<file path="src/rtl/enc8to3_seq.sv">
// Sequential 8-to-3 encoder: captures a request vector and hands out the index
// of each set bit, one per valid/ready handshake, in a fixed priority order.
module enc8to3_seq #(
   parameter bit MSB_FIRST = 1'b0
) (
   input  logic       clk,
   input  logic       rst,
   input  logic       en,
   input  logic       load,
   input  logic [7:0] in,
   input  logic       ready,
   output logic [2:0] out,
   output logic       valid,
   output logic       last,
   output logic       busy,
   output logic       zero,
   output logic [3:0] cnt
);

   localparam logic [0:0] S_IDLE = 1'b0;
   localparam logic [0:0] S_SEND = 1'b1;

   logic [0:0] r_state;
   logic [7:0] r_pend;
   logic [2:0] r_out;
   logic       r_zero;

   logic       w_send;
   logic       w_fire;
   logic       w_accept;
   logic [7:0] w_clear;
   logic [7:0] w_idx_src;
   logic [2:0] w_idx;
   logic [3:0] w_cnt;

   assign w_send   = (r_state == S_SEND);
   assign w_fire   = w_send && en && ready;
   assign w_accept = !w_send && en && load;
   // r_out always names the priority bit of r_pend while sending, so it is the bit to retire
   assign w_clear   = r_pend & ~(8'b1 << r_out);
   assign w_idx_src = w_send ? w_clear : in;

   generate
      if (MSB_FIRST) begin : g_msb
         always_comb begin
            w_idx = 3'd0;
            for (int i = 0; i < 8; i++)
               if (w_idx_src[i]) w_idx = 3'(i);
         end
      end else begin : g_lsb
         always_comb begin
            w_idx = 3'd0;
            for (int i = 7; i >= 0; i--)
               if (w_idx_src[i]) w_idx = 3'(i);
         end
      end
   endgenerate

   always_comb begin
      w_cnt = 4'd0;
      for (int i = 0; i < 8; i++)
         w_cnt = w_cnt + 4'(r_pend[i]);
   end

   always_ff @(posedge clk or posedge rst) begin
      if (rst) begin
         r_state <= S_IDLE;
         r_pend  <= 8'h00;
         r_out   <= 3'd0;
         r_zero  <= 1'b0;
      end else begin
         r_zero <= w_accept && (in == 8'h00);
         if (w_accept && (in != 8'h00)) begin
            r_state <= S_SEND;
            r_pend  <= in;
            r_out   <= w_idx;
         end else if (w_fire) begin
            r_pend <= w_clear;
            // out keeps the final index once the vector drains
            if (w_clear == 8'h00)
               r_state <= S_IDLE;
            else
               r_out <= w_idx;
         end
      end
   end

   assign out   = r_out;
   assign valid = w_send && en;
   assign last  = valid && (w_cnt == 4'd1);
   assign busy  = w_send;
   assign zero  = r_zero;
   assign cnt   = w_cnt;

endmodule

</file>
<file path="config.mk">
export PLATFORM = sky130hd
export DESIGN_NAME = enc8to3_seq
export DESIGN_NICKNAME = d
export VERILOG_FILES = /design/src/rtl/enc8to3_seq.sv
export SDC_FILE = /design/constraint.sdc
export NUM_CORES = 1
export LEC_CHECK = 0
export CAP_MARGIN = 20
export CORE_MARGIN = 4
export CORE_UTILIZATION = 51
export DETAILED_ROUTE_END_ITERATION = 16
export PLACE_DENSITY = 0.79
export SYNTH_ARGS = -nofsm -noshare
export SYNTH_HDL_FRONTEND = slang
export SYNTH_SLANG_ARGS = --single-unit
</file>
<file path="constraint.sdc">
create_clock -name clk -period 3.6 [get_ports clk]
set_clock_uncertainty 0.05 [all_clocks]
set_input_delay 0.36 -clock clk [delete_from_list [all_inputs] [get_ports clk]]
set_output_delay 0.36 -clock clk [all_outputs]
set_load 0.05 [all_outputs]
</file>
* Yosys cells after proc, flatten, opt, wreduce, memory -nomap -nowiden
Index checks and enable logic that the tools add are counted.
** Cells by class
- $add $sub $neg :: 7
- Equal/unequal tests :: 2
- Shift operators :: 1
- Multiplexer cells :: 17
- Bitwise gates (word level) :: 2
- Reductions and logical operators :: 15
** Operator list (number)
- $mux W3 :: 11
- $mux W8 :: 3
- $add A4 B1 Y4 :: 4
- $logic_not A8 Y1 :: 2
- $and A8 B8 Y8 :: 1
- $not A8 Y8 :: 1
- $reduce_bool A8 Y1 :: 1
- $shl A1 B3 Y8 const A :: 1
- $logic_and A1 B1 Y1 :: 7
- $add A3 B1 Y4 :: 1
- $eq A4 B1 Y1 const B :: 1
- $reduce_and A2 Y1 :: 2
- $reduce_bool A2 Y1 :: 2
- $add A2 B1 Y3 :: 1
- $mux W1 :: 3
- $add A1 B1 Y2 :: 1
- $ne A2 B2 Y1 const B :: 1
- $logic_not A1 Y1 :: 1
** Word-level totals
- Bits in registers :: 13
- Input port bits :: 13
- Word-level logic and storage cells :: 48

* Logic depth before layout (Yosys ltp)
- Depth after elaboration :: 15
- Mapped depth :: 10

* Worst setup path before layout
OpenSTA, ideal clock, no wires.
- Path kind :: reg-to-output
- From :: register r_pend[0]
- To :: output port last
- Arrival time :: 4.101 ns
- Data required time :: 3.190 ns
- Slack :: -0.911 ns
- Cell stages (with the launch flop) :: 11
- Buffers on the path :: 0
- Cells stage by stage :: dfrtp_1 -> fa_1 -> inv_1 -> fa_1 -> fa_1 -> inv_1 -> ha_1 -> inv_1 -> fa_1 -> xnor2_1 -> nor3_1
** Between the ends
- Longest elaborated chain between the ends :: 9
** Ends and longest elaborated chain
- start, declared :: line 24 : logic [7:0] r_pend;
- start signal, assigned :: line 75 : r_pend <= in;
- start signal, assigned :: line 78 : r_pend <= w_clear;
- $add A1 B1 Y2 :: line 62 : w_cnt = w_cnt + 4'(r_pend[i]);
- $add A2 B1 Y3 :: line 62
- $add A3 B1 Y4 :: line 62
- $add A4 B1 Y4 (4 in series) :: line 62
- named net cnt[2] :: line 17 : output logic [3:0] cnt
- $eq A4 B1 Y1 :: line 90 : assign last = valid && (w_cnt == 4'd1);
- $logic_and A1 B1 Y1 :: line 90
- end, declared :: line 14 : output logic last,
The timed path passes the listed nets, and every way through them passes these cells.

* Worst setup path after layout
- From :: register r_pend[0]
- To :: output port last
** Between the ends
- Longest elaborated chain between the ends :: 9
** Ends and longest elaborated chain (line)
- $add A1 B1 Y2 :: 62
- $add A2 B1 Y3 :: 62
- $add A3 B1 Y4 :: 62
- $add A4 B1 Y4 (4 in series) :: 62
- $eq A4 B1 Y1 :: 90
- $logic_and A1 B1 Y1 :: 90
No other way between the ends.

==> results.md <==
- Failing checks: negative setup slack
- Top cells by area, synth: dfrtp_1 (28%), fa_1 (6.8%), mux2i_1 (5.1%)
- Area growth syn-to-layout: 34.40%
- Largest net degree at the start of global routing: 19
- Pins over their slew limit: 0
- Seq. cell area: 325.3 sq um
- CP required: 3.19 ns
- IO Count: 24
- Asr flop ratio synth: 100.0%
- Starting Density: 53.28%
- First-pass GRT wire length: 5.609 mm
- Clock Tree Buf Depth: 2
- Post-synth top flop: dfrtp_1
- Final nets: 183
- ANT nets after route: 0
- Worst-skew pair later-pin latency: 0.28 ns
- Total GRT Usage: 22.50%
- Fin cells: 190
- Yosys top cell area share: 27.60%
- Detail-routed via count per cell: 6.353
- Filler cells: 180
- Tmin final: 3.847 ns
- DRT Pass-1 Iters: 4
- Worst path cell trace: fa_1 -> inv_1 -> fa_1 -> fa_1 -> inv_1 -> ha_2 -> inv_2 -> fa_2 -> nand3_2 -> nor3_4 -> buf_12
- Die height: 56.08 um
- Worst hold path class: input port to asynchronous set/reset pin
- Initial DRC count: 65
- TritonCTS clock tree: yes
- Routed WL: 3.430 mm
- WP data arrival: 3.44 ns
- CTS Sinks: 13
- Grt ovf: 0
- Worst slew pin tran: 0.6280 ns
- Vias in the first global route: 1170
- Yosys warns: 0
- Antenna violations before repair: 0
- Root Driver: clkbuf_4
- Crit-path max cell delay: 0.55 ns
- Critical Path Slowest Stage Cell: fa_1
- Synth cell types: 44
- EDFF count, synth: 0
- Htree depth: 1
- Kind of critical path: register to primary output
- Site Rows: 17
- Layout cells sized above 1: 20.37%
- Number of diodes: 0
- Inst Count DP: 180
- CTS Hold Bufs: 0
- Cell taking the most area after synthesis: dfrtp_1
- FMAX: 259.9 MHz
- Worst-path clk slew: 0.09 ns
- RSZ-0062 raised after global routing: yes
- Worst slack, placed: -0.01528 ns
- Post-synthesis sequential area ratio: 27.60%
- DRC violations left: 0
- Mapped Cells: 133
- Wire per inst: 18.05 um
- Routability Congestion: 0.9398
- Max FO, Critical Path: 2
- Synth Net Count: 153
- Number of synthesized register bits: 13
- Die area: 3144 sq um
- Min setup slack post-route: -0.2474 ns
- Multi-input logic area: 785.8 sq um
- Final worst-path cycle share: 106.9%
- Max cap viols: 0
- IO Port Bufs: 23
- Final setup vio count: 3
- DP HPWL: 2.545 mm
- Syn_area_per_cell: 8.862 sq um
- Die width: 56.08 um
- Outcome: finished, violations left
- CP most frequent cell: fa_1
- Synthesized area: 1179 sq um
- Rel. slew slack: 58.14%
- Cts bufs inserted: 3
- Final Hold Violating Endpoints: 0
- Crit path launch type: register
- Placeable Area: 2212 sq um
- Vias: 1207
- Worst hold slack: 0.3502 ns
- Capturing element type of the critical path: primary output
-- layout make-up --
class / count / area share [%]
inverter: 16 / 3.791
clock buffer: 4 / 1.659
multi-input combinational: 97 / 49.61
tap: 28 / 2.212
timing repair buffer: 32 / 22.20
sequential: 13 / 20.54
-- synth_stat cells, types with 3 or more instances --
master and n:
a21oi_1 5, a31oi_1 6, a32o_1 4, and3_1 3, buf_2 4, buf_6 3, dfrtp_1 13, fa_1 4
ha_1 3, inv_1 15, mux2i_1 6, nand2_1 4, nand3_1 6, nor2_1 10, nor3_1 3, nor4_1 3
o21ai_0 5, o21ai_1 3
-- flip-flops by register name (all words and copies together), names as in the netlist --
| signal | cells |
|---|---|
| r_pend | 8 |
| out | 3 |
| busy | 1 |
| zero | 1 |
-- routing by layer --
metal  routed length (um)  share of wire [%]  vias up  global-route usage (%)
met5                    0                  0        -                       0
met4                  104                3.0        0                   5.763
met3                  296                8.6       17                   6.961
met2                 1708                 50       83                   37.90
met1                 1321                 39      558                   27.75
li1                     -                  -      549                       -
-- path summary, 6_finish.rpt --
| check | startpoint | to | slack, ns | depth (start not counted) |
|---|---|---|---|---|
| max | r_pend[0] | last | -0.25 | 11 |
| min | rst | zero | 0.35 | 2 |
| max reg2reg | busy | out[1] | 1.16 | 5 |
| min reg2reg | r_pend[6] | r_pend[6] | 0.55 | 2 |
| max in group asynchronous | rst | r_pend[7] | 2.80 | 2 |
| min in group clk | r_pend[6] | r_pend[6] | 0.55 | 2 |
-- what timing repair did --
action                                  4_1_cts  5_1_grt
setup buffers                                 3        3
resized for setup                             3        3
endpoints found under the setup margin        3        4
pin swaps                                     1        1
-- kinds of logic (layout without fill, tap and decap cells) --
| family | count (synthesis) | after routing | share of synthesized area, % |
|---|---|---|---|
| compound gates | 38 | 38 | 23.89 |
| xor+xnor | 1 | 1 | 0.7432 |
| fa+ha+maj | 7 | 7 | 9.979 |
| buf+inv | 23 | 52 | 9.660 |
| flops | 13 | 13 | 27.60 |
| mux | 8 | 8 | 7.644 |
| simple gates | 43 | 43 | 20.49 |
-- per-stage QoR --
step | TNS [ns] | util [%] | area [sq um]
floorplan | -0.03460 | - | 1216
global placement | 0 | 67.82 | 1500
detailed placement | -0.01528 | 67.82 | 1500
CTS | -0.5055 | 70.31 | 1555
global route | -0.8667 | 71.61 | 1584
finish | -0.5402 | 71.61 | 1584
-- placed cells by master (no fill, tap or decap), types with 2 or more instances in the layout --
master and instances:
and3_1 3, nor2_1 10, nor3b_1 2, nor3_1 2, nand3b_1 2, inv_2 3
fa_1 3, a311oi_1 2, nand2_1 4, nor4_1 3, nand3_1 5, a21oi_1 4
clkbuf_4 3, mux2_4 2, a22o_1 2, o21ai_0 5, a21boi_0 2, buf_4 8
clkdlybuf4s50_1 18, inv_1 13, a31oi_1 6, ha_1 2, mux2i_1 6, o21ai_1 3
buf_12 5, dfrtp_1 13, a32o_1 4
-- critical path, delay by kind of cell, from the launching register on --
family / cells / cell delay (ns)
buf+inv: 4 / 0.32
flops: 1 / 0.41
simple gates: 2 / 0.24
fa+ha+maj: 5 / 2.18
Power is left out: the tool's default activity adds up to more than one toggle a clock period on the data nets, which glitch-free logic cannot reach.
